<file path="config.mk">
export PLATFORM = sky130hd
export DESIGN_NAME = pattern_count_engine
export DESIGN_NICKNAME = d
export VERILOG_FILES = /design/src/rtl/pattern_pkg.sv /design/src/rtl/byte_window_matcher.sv /design/src/rtl/pattern_count_engine.sv
export SDC_FILE = /design/constraint.sdc
export NUM_CORES = 1
export LEC_CHECK = 0
export CORE_MARGIN = 5
export CORE_UTILIZATION = 50
export CTS_CLUSTER_DIAMETER = 50
export DETAILED_ROUTE_END_ITERATION = 8
export PLACE_DENSITY = 0.86
export SETUP_SLACK_MARGIN = 0.2
export SYNTH_ARGS = -nofsm -noshare
export SYNTH_HDL_FRONTEND = slang
export SYNTH_HIERARCHICAL = 1
export SYNTH_SLANG_ARGS = --single-unit
</file>
<file path="constraint.sdc">
create_clock -name clk -period 5.3 [get_ports clk]
set_input_delay 1.06 -clock clk [delete_from_list [all_inputs] [get_ports clk]]
set_output_delay 1.06 -clock clk [all_outputs]
set_load 0.01 [all_outputs]
</file>
<file path="src/rtl/pattern_pkg.sv">
// pattern_pkg: shared types, constants and helpers for the pattern-count engine.
//   state_t          - engine FSM states
//   MAX_WIN_PER_BYTE - window positions that can end inside one byte
//   hist_width()     - width of the cross-byte history register for a pattern width
//   sat_add()        - saturating add, clamped to a caller-supplied maximum
package pattern_pkg;

  typedef enum logic [1:0] {
    IDLE  = 2'd0,
    RUN   = 2'd1,
    DRAIN = 2'd2,
    DONE  = 2'd3
  } state_t;

  localparam int MAX_WIN_PER_BYTE = 8;

  // A 1-bit pattern needs no history, but a zero-width vector is illegal,
  // so the register is kept at one (unused) bit in that case.
  function automatic int hist_width(input int pat_w);
    return (pat_w > 1) ? pat_w - 1 : 1;
  endfunction

  // Operands are 32-bit so the helper serves any count width up to 32.
  function automatic logic [31:0] sat_add(input logic [31:0] a,
                                          input logic [31:0] b,
                                          input logic [31:0] max_val);
    logic [32:0] sum;
    sum = {1'b0, a} + {1'b0, b};
    return (sum > {1'b0, max_val}) ? max_val : sum[31:0];
  endfunction

endpackage

</file>
<file path="src/rtl/byte_window_matcher.sv">
// byte_window_matcher: combinational window comparison for one stream byte.
//   pat        in  PAT_W   pattern, MSB is the earliest bit
//   history    in  HIST_W  last PAT_W-1 bits of the preceding bytes (LSB newest)
//   byte_in    in  8       current byte, bit 7 earliest
//   hist_valid in  1       history holds real stream bits (false for byte 0)
//   inb_cnt    out 4       matches fully inside byte_in (0..9-PAT_W)
//   any_match  out 1       at least one in-byte match
//   cross_cnt  out 4       matches ending in byte_in, boundary-crossing allowed (0..8)
module byte_window_matcher
  import pattern_pkg::*;
#(
  parameter int PAT_W  = 5,
  parameter int HIST_W = hist_width(PAT_W)
) (
  input  logic [PAT_W-1:0]  pat,
  input  logic [HIST_W-1:0] history,
  input  logic [7:0]        byte_in,
  input  logic              hist_valid,
  output logic [3:0]        inb_cnt,
  output logic              any_match,
  output logic [3:0]        cross_cnt
);

  // History sits above the byte so that ext reads MSB-first in stream order.
  logic [HIST_W+7:0]             ext;
  logic [MAX_WIN_PER_BYTE-1:0]   inb_hit;
  logic [MAX_WIN_PER_BYTE-1:0]   cross_hit;

  assign ext = {history, byte_in};

  // Window gi ends at bit gi of the current byte. It is internal when it
  // does not reach above bit 7; otherwise it borrows history bits and only
  // counts once the history is real.
  for (genvar gi = 0; gi < MAX_WIN_PER_BYTE; gi++) begin : g_win
    if (gi + PAT_W <= 8) begin : g_internal
      assign inb_hit[gi]   = (byte_in[gi +: PAT_W] == pat);
      assign cross_hit[gi] = inb_hit[gi];
    end else begin : g_crossing
      assign inb_hit[gi]   = 1'b0;
      assign cross_hit[gi] = hist_valid && (ext[gi +: PAT_W] == pat);
    end
  end

  always_comb begin
    inb_cnt   = '0;
    cross_cnt = '0;
    for (int i = 0; i < MAX_WIN_PER_BYTE; i++) begin
      inb_cnt   = inb_cnt   + {3'b000, inb_hit[i]};
      cross_cnt = cross_cnt + {3'b000, cross_hit[i]};
    end
  end

  assign any_match = |inb_hit;

endmodule

</file>
<file path="src/rtl/pattern_count_engine.sv">
// pattern_count_engine: counts occurrences of a PAT_W-bit pattern in a
// NUM_BYTES-byte stream received MSB-first over a valid/ready byte port.
//   clk        in  1      clock, rising edge
//   reset      in  1      asynchronous active-low reset
//   start      in  1      begin a search (honoured in IDLE/DONE only)
//   pat        in  PAT_W  pattern, latched on an accepted start
//   byte_in    in  8      stream byte, bit 7 earliest
//   byte_valid in  1      byte_in valid
//   byte_ready out 1      engine accepts a byte (RUN only)
//   busy       out 1      search in progress
//   done       out 1      results valid, held until the next accepted start
//   cnt_inbyte out CNT_W  matches not crossing a byte boundary
//   cnt_bytes  out CNT_W  bytes holding at least one in-byte match
//   cnt_cross  out CNT_W  matches anywhere in the bit stream
module pattern_count_engine
  import pattern_pkg::*;
#(
  parameter int PAT_W     = 5,
  parameter int NUM_BYTES = 32,
  parameter int CNT_W     = 16
) (
  input  logic             clk,
  input  logic             reset,
  input  logic             start,
  input  logic [PAT_W-1:0] pat,
  input  logic [7:0]       byte_in,
  input  logic             byte_valid,
  output logic             byte_ready,
  output logic             busy,
  output logic             done,
  output logic [CNT_W-1:0] cnt_inbyte,
  output logic [CNT_W-1:0] cnt_bytes,
  output logic [CNT_W-1:0] cnt_cross
);

  localparam int          HIST_W  = hist_width(PAT_W);
  localparam int          IDX_W   = 9;
  localparam logic [31:0] CNT_MAX = 32'((64'd1 << CNT_W) - 64'd1);

  state_t             state_reg, state_next;
  logic               start_accept;
  logic               xfer;
  logic               last_byte;

  logic [PAT_W-1:0]   pat_reg;
  logic [IDX_W-1:0]   idx_reg;
  logic [HIST_W-1:0]  history_reg;
  logic               hist_valid_reg;

  logic [3:0]         m_inb_cnt;
  logic               m_any;
  logic [3:0]         m_cross_cnt;

  logic               s1_valid_reg;
  logic [3:0]         s1_inb_reg;
  logic               s1_any_reg;
  logic [3:0]         s1_cross_reg;

  logic [CNT_W-1:0]   cnt_inbyte_reg;
  logic [CNT_W-1:0]   cnt_bytes_reg;
  logic [CNT_W-1:0]   cnt_cross_reg;

  assign last_byte = (idx_reg == IDX_W'(NUM_BYTES - 1));
  assign xfer      = byte_valid && byte_ready;

  // ---------------------------------------------------------------- FSM
  always_ff @(posedge clk or negedge reset) begin
    if (!reset) state_reg <= IDLE;
    else        state_reg <= state_next;
  end

  always_comb begin
    state_next   = state_reg;
    byte_ready   = 1'b0;
    busy         = 1'b0;
    done         = 1'b0;
    start_accept = 1'b0;
    case (state_reg)
      IDLE: begin
        if (start) begin
          start_accept = 1'b1;
          state_next   = RUN;
        end
      end
      RUN: begin
        busy       = 1'b1;
        byte_ready = 1'b1;
        if (byte_valid && last_byte) state_next = DRAIN;
      end
      // One cycle for the last byte to move from stage 1 into the accumulators.
      DRAIN: begin
        busy       = 1'b1;
        state_next = DONE;
      end
      DONE: begin
        done = 1'b1;
        if (start) begin
          start_accept = 1'b1;
          state_next   = RUN;
        end
      end
      default: state_next = IDLE;
    endcase
  end

  // ---------------------------------------------------------- matcher
  byte_window_matcher #(
    .PAT_W  (PAT_W),
    .HIST_W (HIST_W)
  ) u_matcher (
    .pat        (pat_reg),
    .history    (history_reg),
    .byte_in    (byte_in),
    .hist_valid (hist_valid_reg),
    .inb_cnt    (m_inb_cnt),
    .any_match  (m_any),
    .cross_cnt  (m_cross_cnt)
  );

  // ------------------------------------------- stage 1: per-byte results
  always_ff @(posedge clk or negedge reset) begin
    if (!reset) begin
      pat_reg        <= '0;
      idx_reg        <= '0;
      history_reg    <= '0;
      hist_valid_reg <= 1'b0;
      s1_valid_reg   <= 1'b0;
      s1_inb_reg     <= '0;
      s1_any_reg     <= 1'b0;
      s1_cross_reg   <= '0;
    end else if (start_accept) begin
      pat_reg        <= pat;
      idx_reg        <= '0;
      history_reg    <= '0;
      hist_valid_reg <= 1'b0;
      s1_valid_reg   <= 1'b0;
    end else begin
      s1_valid_reg <= xfer;
      if (xfer) begin
        idx_reg        <= idx_reg + 1'b1;
        // Newest PAT_W-1 stream bits are the low bits of this byte.
        history_reg    <= byte_in[HIST_W-1:0];
        hist_valid_reg <= 1'b1;
        s1_inb_reg     <= m_inb_cnt;
        s1_any_reg     <= m_any;
        s1_cross_reg   <= m_cross_cnt;
      end
    end
  end

  // ----------------------------------------- stage 2: saturating totals
  always_ff @(posedge clk or negedge reset) begin
    if (!reset) begin
      cnt_inbyte_reg <= '0;
      cnt_bytes_reg  <= '0;
      cnt_cross_reg  <= '0;
    end else if (start_accept) begin
      cnt_inbyte_reg <= '0;
      cnt_bytes_reg  <= '0;
      cnt_cross_reg  <= '0;
    end else if (s1_valid_reg) begin
      cnt_inbyte_reg <= CNT_W'(sat_add(32'(cnt_inbyte_reg), 32'(s1_inb_reg), CNT_MAX));
      cnt_bytes_reg  <= CNT_W'(sat_add(32'(cnt_bytes_reg), 32'(s1_any_reg), CNT_MAX));
      cnt_cross_reg  <= CNT_W'(sat_add(32'(cnt_cross_reg), 32'(s1_cross_reg), CNT_MAX));
    end
  end

  assign cnt_inbyte = cnt_inbyte_reg;
  assign cnt_bytes  = cnt_bytes_reg;
  assign cnt_cross  = cnt_cross_reg;

endmodule

</file>
# Word level (Yosys, flattened, before mapping)
# Index checks and enable logic that the tools add are counted.
# W data, S select, Z words.
word_totals:
  inputBits: 17
  wordCells: 79
  register_bits: 79
classes:
  bitwise_logic: 1
  order_cmp: 3
  mux: 24
  n_eq_ne: 14
  reduce_logical: 14
  add_sub_neg: 11
op_table:
  columns: ["op", "count"]
  rows:
  - ["$mux W16", 9]
  - ["$gt A17 B16 Y1 const B", 3]
  - ["$eq A5 B5 Y1", 8]
  - ["$add A16 B4 Y17", 2]
  - ["$add A4 B1 Y4", 6]
  - ["$mux W9", 2]
  - ["$add A16 B1 Y17", 1]
  - ["$add A9 B1 Y9 const B", 1]
  - ["$eq A9 B5 Y1 const B", 1]
  - ["$mux W1", 8]
  - ["$mux W4", 2]
  - ["$logic_and A1 B1 Y1", 6]
  - ["$pmux W2 S3", 1]
  - ["$eq A2 B2 Y1 const B", 2]
  - ["$mux W2", 2]
  - ["$reduce_and A2 Y1", 2]
  - ["$reduce_bool A2 Y1", 2]
  - ["$reduce_or A2 Y1", 2]
  - ["$reduce_or A4 Y1", 1]
  - ["$add A1 B1 Y2", 1]
  - ["$eq A2 B1 Y1 const B", 1]
  - ["$logic_not A2 Y1", 1]
  - ["$ne A2 B1 Y1 const B", 1]
  - ["$ne A2 B2 Y1 const B", 1]
  - ["$not A1 Y1", 1]

# Depth between registers and ports, before layout
# Gate-level depths: netlist of the first run.
logic_depth:
  depth_word: 8
  mapped_depth: 13
  ltp_nobuf: 12

# By module
# Netlist of the first run, hierarchy kept.
modules_own_cells:
  columns: ["mod", "n_inst", "area_each_um2", "cells_per_inst"]
  rows:
  - ["pattern_count_engine", 1, 4012.6, 404]
  - ["byte_window_matcher", 1, 758.2, 84]

# Least setup slack after synthesis of the first run
# OpenSTA, ideal clock, no wires.
synth_path:
  path_kind: "input port to flip-flop"
  start: "input byte_in[5]"
  end: "register s1_cross_reg[2]"
  path_buffers: 1
  t_arrival_ns: 4.170
  setup_ns: 0.125
  path_stages: 12
  t_required_ns: 5.175
  slack_ns: 1.006
  cell_sequence: "clkbuf_8 -> xnor2_1 -> nand3_2 -> nor3_2 -> fa_1 -> ha_1 -> fa_1 -> inv_1 -> fa_1 -> fa_1 -> xnor2_1 -> mux2_2"
synth_via:
  elab_chain_len: 8
  elab_cells_between_ends: 14
  classes_between: "add/sub: 7; eq/ne: 5; reduce/logical: 2"
synth_rtl:
  columns: ["element", "line", "text"]
  rows:
  - ["start, declared", "pattern_count_engine.sv:26", "input logic [7:0] byte_in,"]
  - ["$eq A5 B5 Y1", "byte_window_matcher.sv:36", "assign inb_hit[gi] = (byte_in[gi +: PAT_W] == pat);"]
  - ["$add A1 B1 Y2", null, null]
  - ["$add A4 B1 Y4", null, null]
  - ["$add A4 B1 Y4 (*)", null, null]
  - ["named net m_inb_cnt[0]", "pattern_count_engine.sv:50", "logic [3:0] m_inb_cnt;"]
  - ["$add A4 B1 Y4 (*) (4 in a row)", "byte_window_matcher.sv:49", "cross_cnt = cross_cnt + {3'b000, cross_hit[i]};"]
  - ["named net m_cross_cnt[2]", "pattern_count_engine.sv:52", "logic [3:0] m_cross_cnt;"]
  - ["end signal, assigned", "pattern_count_engine.sv:146", "s1_cross_reg <= m_cross_cnt;"]
  - ["end, declared", "pattern_count_engine.sv:57", "logic [3:0] s1_cross_reg;"]
# The timed path passes the listed nets; every way through them passes the cells marked *.
# A chain may end at the register's enable or synchronous reset.

# Final worst setup path of the first run
layout_path:
  start: "input byte_in[3]"
  end: "register s1_cross_reg[2]"
# The elaborated chain is that of the path after synthesis.

==> Flow_metrics.wiki, run 1 <==
{| class="wikitable"
! Metric !! Value
|-
| Share of final-layout standard cells stronger than drive strength 1 || 0.09174
|-
| Count of endpoints failing setup in the final report || 0
|-
| Number of optimization iterations in the first detailed-route pass || 4
|-
| Switching power as a share of total power || 0.3961
|-
| # IOs || 68
|-
| Mapped Cells || 488
|-
| Final hold violation count || 0
|-
| Data required time at the worst endpoint || 5.55 ns
|-
| Most common cell after layout, fill and taps aside || dfrtp_1
|-
| Die ar. || 0.01160 mm²
|-
| Setup_tns || 0 ns
|-
| Critical path's top delay family || adder cells
|-
| Min Clock Period, post-route || 4.631 ns
|-
| Detail-routed via count per cell || 5.693
|-
| Number of distinct standard cells referenced by the synthesized netlist || 59
|-
| Highest net fanout along the worst path || 5
|-
| Number of synthesized register bits || 79
|-
| Die Y || 107.7 µm
|-
| Largest vdd supply drop || 396.3 µV
|-
| RSZ-0062 raised after global routing || no
|-
| Final global-route overflow total || 0
|-
| Slowest CP cell || clkdlybuf4s50_1
|-
| Worst reg2reg path startpoint || pat_reg[2]
|-
| Area of the multi-input gates || 0.002529 mm²
|-
| Crit-path most repeated cell || fa_1
|-
| Combined global-route utilization of all metal layers || 0.1845
|-
| Detailed placement HPWL || 7440 µm
|-
| Crit end category || register
|-
| Placeable core region || 0.009284 mm²
|-
| Count of unresolved DRC violations after routing || 0
|-
| CP peak stage delay || 0.55 ns
|-
| Wire length of the first global-routing pass || 17,330 µm
|-
| Routed vias || 3,837
|-
| Resize count post-CTS || 0
|-
| End point of the critical path || s1_cross_reg[2]
|-
| Synthesized cell area || 0.004771 mm²
|-
| TritonCTS clock tree || built
|-
| Max-slew violations || 0
|-
| Setup Crit Path Kind || in -> reg
|-
| Number of H-tree levels || 3
|-
| Worst hold stages || 1
|-
| Final instance count without filler cells || 674
|-
| X dimension of the die || 107.7 µm
|-
| Primary FF master, synth || dfrtp_1
|-
| Portion of total power attributed to sequential cells || 0.414
|-
| Antenna violations before repair || 0
|-
| Synth Warn # || 6
|-
| Remaining max-slew budget at the tightest pin || 0.3243
|-
| Worst Slack Setup Final || 0.6686 ns
|-
| Number of gates on the worst path with buffers counted || 12
|-
| Final period util || 0.8739
|-
| N_diodes || 0
|-
| Starting utilization of the core area || 0.5139
|-
| Wire length per cell || 15.32 µm
|-
| Highest Clock Rate || 215.9 MHz
|-
| Longest Clk Path Bufs || 2
|-
| Internal reg-to-reg setup slack || 1.32 ns
|-
| Part of the Yosys area used for sequential elements || 0.4144
|-
| Number of buffer and inverter stages on the critical path || 2
|-
| Status || finished clean
|-
| Detailed-route wire length || 10,320 µm
|-
| Vias in the first global route || 3,631
|-
| Clock power share || 0.226
|-
| Switching power summed over all nets || 0.8375 mW
|-
| Number of sinks handled by clock tree synthesis || 79
|-
| CTS Buf Count || 9
|-
| Floorplan row count || 35
|-
| Cell chain of the critical path || clkdlybuf4s50_1 > xnor2_1 > nand3_2 > nor3_2 > fa_1 > ha_1 > fa_1 > inv_1 > fa_1 > fa_1 > xnor2_1 > mux2_2
|-
| Leak || 2.401 nW
|-
| Placement-stage worst setup slack || 0.2983 ns
|-
| Hold buffer count at CTS || 0
|-
| Final estimated routing congestion in global placement || 0.8621
|-
| Seq. cell area || 0.001977 mm²
|-
| Launch point of the worst path || byte_in[3]
|-
| Data arrival time of the critical path || 4.88 ns
|-
| Highest-count cells in the layout ignoring fill and taps || dfrtp_1 (79), clkdlybuf4s50_1 (66), nand2_1 (40), xor2_1 (32), o21ai_0 (31)
|-
| Areal power density over the cells || 375.8 mW/mm²
|-
| DRT antenna net count || 0
|-
| I/O Buffers || 67
|-
| Iteration-0 DRC Markers || 170
|-
| Slew of the pin with the lowest slew margin || 1.011 ns
|-
| Post-CTS Setup Repair Bufs || 0
|-
| Avg Synthesized Cell Area || 9.776 µm²
|-
| Placed Cells || 658
|-
| Clock skew after layout || 0.01396 ns
|-
| Synth async-reset ratio || 1.000
|-
| Reg-to-reg critical path endpoint || s1_cross_reg[2]
|-
| Clock slew at the register clock pins of the worst setup and hold paths || 0.08 ns
|-
| Register-to-Register Path Depth || 11
|-
| Syn Nets || 528
|-
| Combinational share of power || 0.360
|-
| Signed area change from the synthesized netlist to the final layout || 17.94%
|-
| Layout fillers || 797
|-
| Min-Delay Path Class || reg -> reg
|-
| Max-capacitance violation count || 0
|-
| Clock Tree Root || clkbuf_8
|-
| Worst Setup Start Kind || input pin
|-
| Internal power contribution || 1.277 mW
|-
| Count of flip-flops with a built-in enable after synthesis || 0
|-
| Clock latency at the later pin of the worst-skew pair || 0.37 ns
|-
| Final #Nets || 580
|-
| Largest net degree at the start of global routing || 80
|}
-- area by class of cell --
type | count | area share
multi-input cells | 362 | 0.4494
flip-flops and latches | 79 | 0.3513
repair buffers | 68 | 0.1201
well taps | 129 | 0.02869
clock buffers | 9 | 0.02201
clock inverters | 7 | 0.01512
inverters | 20 | 0.01334
-- layer usage --
metal | wire [µm] | global-route usage
met3 | 523 | 0.04319
met5 | 0 | 0
met1 | 4452 | 0.2307
met4 | 102 | 0.04509
met2 | 5245 | 0.3215
-- cells in the mapped netlist (3+ instances only) --
master	instances	area, µm²
a211oi_1	4	30.03
o21ai_0	31	155.2
fa_1	6	120.1
ha_1	17	212.7
a21o_1	5	37.54
xnor2_1	21	183.9
and3_2	3	22.52
xor2_1	32	280.3
mux2_2	7	78.83
a21oi_1	20	100.1
and3_1	12	75.07
and4_1	3	26.28
nand4_1	8	50.05
nor3_1	12	60.06
buf_6	6	67.56
dfrtp_1	79	1977
nor3_2	7	70.07
nor2b_1	4	25.02
nor2_1	29	108.9
nand3_1	14	70.07
nor4_1	5	31.28
and2_1	6	37.54
inv_1	19	71.32
clkbuf_1	11	41.29
a31oi_1	30	187.7
a311oi_1	12	105.1
nand3_2	3	30.03
buf_2	3	15.01
nand2_1	40	150.1
-- power groups by stage --
stage / Clock [mW] / Sequential [mW] / Combinational [mW]
after global routing: 0.513 / 0.896 / 0.855
after detailed placement: 0 / 0.888 / 0.768
after CTS: 0.488 / 0.875 / 0.771
after floorplan: 0 / 0.799 / 0.638
after global placement: 0 / 0.878 / 0.727
final: 0.477 / 0.876 / 0.761
-- cells by family after synthesis --
kind of cell / after synthesis / share of synthesized area
buffers and inverters: 47 / 0.05560
AOI/OAI and AO/OA: 112 / 0.1498
xor gates and xnor gates: 53 / 0.09730
muxes: 9 / 0.02072
and+or+nand+nor: 164 / 0.1917
adders and majority gates: 23 / 0.06976
other: 1 / 0.0007860
DFF: 79 / 0.4144
-- worst min-delay path by stage --
stage | start | end | slack (ns)
CTS | cnt_inbyte[7] | cnt_inbyte[7] | 0.52
detailed placement | s1_inb_reg[3] | s1_inb_reg[3] | 0.50
global route | cnt_inbyte[7] | cnt_inbyte[7] | 0.54
finish | s1_inb_reg[0] | s1_inb_reg[0] | 0.52
floorplan | pat_reg[0] | pat_reg[0] | 0.47
global placement | cnt_inbyte[7] | cnt_inbyte[7] | 0.48
-- metrics by stage --
| stage | util | instance area, µm² | power (mW) | hold slack, ns |
|---|---|---|---|---|
| 2_1_floorplan | - | 4771 | 1.437 | 0.4684 |
| 3_3_place_gp | 0.5836 | 5418 | 1.605 | 0.4797 |
| 3_5_place_dp | 0.5836 | 5418 | 1.656 | 0.5045 |
| 4_1_cts | 0.6061 | 5627 | 2.134 | 0.5203 |
| 5_1_grt | 0.6061 | 5627 | 2.265 | 0.5351 |
| 6_report | 0.6061 | 5627 | 2.114 | 0.5206 |
No activity file was read; power rests on OpenSTA's default activity.
==> inputs of run 2 (changes only) <==
- MAX_ROUTING_LAYER: unset -> met4
==> run 2 against run 1 <==
Flip-flop and latch count is the same. Global-route usage grew 0.55 points. Routed wire length up 0.37%. Combinational power about the same. Largest cell class unchanged. Highest routed layer unchanged.
==> Flow_metrics.wiki, run 2 (synthesis gave the netlist of run 1 again) <==
{| class="wikitable"
! Metric !! Value
|-
| Status || finished clean
|-
| Die Y || 107.7 µm (unchanged)
|-
| Crit end category || register
|-
| Count of endpoints failing setup in the final report || 0 (unchanged)
|-
| TritonCTS clock tree || built
|-
| # IOs || 68 (unchanged)
|-
| Areal power density over the cells || 376.3 mW/mm² (+0.15%)
|-
| Die ar. || 0.01160 mm² (unchanged)
|-
| Highest Clock Rate || 217.3 MHz (+0.63%)
|-
| Floorplan row count || 35 (unchanged)
|-
| Clock skew after layout || 0.01362 ns (-0.0003418 ns)
|-
| Switching power as a share of total power || 0.3969 (+0.0007722)
|-
| Internal power contribution || 1.277 mW (about the same)
|-
| Data arrival time of the critical path || 4.85 ns (-0.03 ns)
|-
| Worst Setup Start Kind || input pin
|-
| Post-CTS Setup Repair Bufs || 0 (unchanged)
|-
| Iteration-0 DRC Markers || 172 (+1.2%)
|-
| Highest net fanout along the worst path || 5 (unchanged)
|-
| RSZ-0062 raised after global routing || no
|-
| Final estimated routing congestion in global placement || 0.8760 (+1.6%)
|-
| CP peak stage delay || 0.55 ns (about the same)
|-
| DRT antenna net count || 0 (unchanged)
|-
| Clock Tree Root || clkbuf_8
|-
| Final Hold Slack || 0.5204 ns (-0.0001570 ns)
|-
| Count of unresolved DRC violations after routing || 0 (unchanged)
|-
| Clock slew at the register clock pins of the worst setup and hold paths || 0.08 ns (about the same)
|-
| Vias in the first global route || 3,635 (+0.11%)
|-
| Final period util || 0.8684 (-0.005463)
|-
| I/O Buffers || 67 (unchanged)
|-
| Placeable core region || 0.009284 mm² (unchanged)
|-
| Largest vdd supply drop || 398.7 µV (+0.61%)
|-
| Seq. cell area || 0.001977 mm² (unchanged)
|-
| Longest Clk Path Bufs || 2 (unchanged)
|-
| Data required time at the worst endpoint || 5.55 ns (about the same)
|-
| Hold buffer count at CTS || 0 (unchanged)
|-
| Routed vias || 3,811 (-0.68%)
|-
| Switching power summed over all nets || 0.8404 mW (+0.34%)
|-
| Share of final-layout standard cells stronger than drive strength 1 || 0.09174 (unchanged)
|-
| Clock power share || 0.226 (about the same)
|-
| X dimension of the die || 107.7 µm (unchanged)
|-
| Wire length per cell || 15.37 µm (+0.37%)
|-
| Layout fillers || 797 (unchanged)
|-
| Setup_tns || 0 ns (unchanged)
|-
| Placement-stage worst setup slack || 0.2983 ns (unchanged)
|-
| Number of optimization iterations in the first detailed-route pass || 4 (unchanged)
|-
| CTS Buf Count || 9 (unchanged)
|-
| Highest-count cells in the layout ignoring fill and taps || dfrtp_1 (79), clkdlybuf4s50_1 (66), nand2_1 (40), xor2_1 (32), o21ai_0 (31)
|-
| Max-capacitance violation count || 0 (unchanged)
|-
| Detailed-route wire length || 10,360 µm (+0.37%)
|-
| Combinational share of power || 0.360 (about the same)
|-
| Slowest CP cell || clkdlybuf4s50_1
|-
| Number of buffer and inverter stages on the critical path || 2 (unchanged)
|-
| Remaining max-slew budget at the tightest pin || 0.3113 (-0.01295)
|-
| Register-to-Register Path Depth || 11 (unchanged)
|-
| Number of gates on the worst path with buffers counted || 12 (unchanged)
|-
| Finished layout cell area || 0.005627 mm² (unchanged)
|-
| Detail-routed via count per cell || 5.654 (-0.68%)
|-
| Placed Cells || 658 (unchanged)
|-
| Cell chain of the critical path || clkdlybuf4s50_1 > xnor2_1 > nand3_2 > nor3_2 > fa_1 > ha_1 > fa_1 > inv_1 > fa_1 > fa_1 > xnor2_1 > mux2_2
|-
| Max-slew violations || 0 (unchanged)
|-
| Wire length of the first global-routing pass || 17,330 µm (unchanged)
|-
| Number of H-tree levels || 3 (unchanged)
|-
| Area of the multi-input gates || 0.002529 mm² (unchanged)
|-
| Largest net degree at the start of global routing || 80 (unchanged)
|-
| Min-Delay Path Class || reg -> reg
|-
| Leak || 2.401 nW (unchanged)
|-
| Combined global-route utilization of all metal layers || 0.1900 (+0.005469)
|-
| Antenna violations before repair || 0 (unchanged)
|-
| Worst hold stages || 1 (unchanged)
|-
| Final global-route overflow total || 0 (unchanged)
|-
| Portion of total power attributed to sequential cells || 0.414 (about the same)
|-
| Final #Nets || 580 (unchanged)
|-
| N_diodes || 0 (unchanged)
|-
| Detailed placement HPWL || 7440 µm (unchanged)
|-
| Min Clock Period, post-route || 4.602 ns (-0.02895 ns)
|-
| Resize count post-CTS || 0 (unchanged)
|-
| Clock latency at the later pin of the worst-skew pair || 0.37 ns (about the same)
|-
| Slew of the pin with the lowest slew margin || 1.031 ns (+0.01937 ns)
|-
| Most common cell after layout, fill and taps aside || dfrtp_1
|-
| Critical path's top delay family || adder cells
|-
| Starting utilization of the core area || 0.5139 (unchanged)
|-
| Final hold violation count || 0 (unchanged)
|-
| Worst Slack Setup Final || 0.6975 ns (+0.02895 ns)
|-
| Placed Area || 0.005418 mm² (unchanged)
|-
| Crit-path most repeated cell || fa_1
|-
| Setup Crit Path Kind || in -> reg
|-
| Signed area change from the synthesized netlist to the final layout || 17.94% (unchanged)
|-
| Number of sinks handled by clock tree synthesis || 79 (unchanged)
|-
| Final instance count without filler cells || 674 (unchanged)
|}
==> run 2: cell counts in the layout (fill, tap and decap cells not counted) <==
No cell type changed its count.
==> run 2: path summary, 6_finish.rpt <==
kind                               startpoint               to  slack, ns
worst max-delay path               byte_in[3]  s1_cross_reg[2]       0.70
worst min-delay path            s1_inb_reg[0]    s1_inb_reg[0]       0.52
worst max register to register     pat_reg[2]  s1_cross_reg[2]       1.33
worst min register to register  s1_inb_reg[0]    s1_inb_reg[0]       0.52
max in group asynchronous               reset    s1_inb_reg[0]       3.83
min in group asynchronous               reset    cnt_inbyte[7]       0.84
==> run 2: layout make-up <==
type | instances | area share
multi-input combinational | 362 | 0.4494
sequential | 79 | 0.3513
timing repair buffer | 68 | 0.1201
tap | 129 | 0.02869
clock buffer | 9 | 0.02201
clock inverter | 7 | 0.01512
inverter | 20 | 0.01334
==> run 2: worst reg2reg max path, stage by stage, from the launching register on <==
cell,delay [ns]
dfrtp_1,0.57
xnor2_1,0.32
nand3_2,0.11
nor3_2,0.23
fa_1,0.44
ha_1,0.33
fa_1,0.54
inv_1,0.06
fa_1,0.47
fa_1,0.40
xnor2_1,0.14
mux2_2,0.26
==> run 2: metal layers <==
| layer | vias to the layer above | wire length (µm) | track usage |
|---|---|---|---|
| li1 | 1846 | - | - |
| met1 | 1873 | 4533 | 0.2319 |
| met2 | 79 | 5230 | 0.3210 |
| met3 | 13 | 494 | 0.04739 |
| met4 | 0 | 104 | 0.03968 |
| met5 | - | 0 | - |
==> run 2: stage by stage <==
| stage | power [mW] | util |
|---|---|---|
| global route | 2.266 | 0.6061 |
| CTS | 2.134 | 0.6061 |
| floorplan | 1.437 | - |
| detailed placement | 1.656 | 0.5836 |
| global placement | 1.605 | 0.5836 |
| finish | 2.118 | 0.6061 |
==> run 2: power groups by stage <==
stage,sequential (mW),clock [mW],combinational (mW)
final,0.876,0.478,0.763
after global routing,0.896,0.515,0.855
after CTS,0.875,0.488,0.771
after detailed placement,0.888,0,0.768
after global placement,0.878,0,0.727
after floorplan,0.799,0,0.638
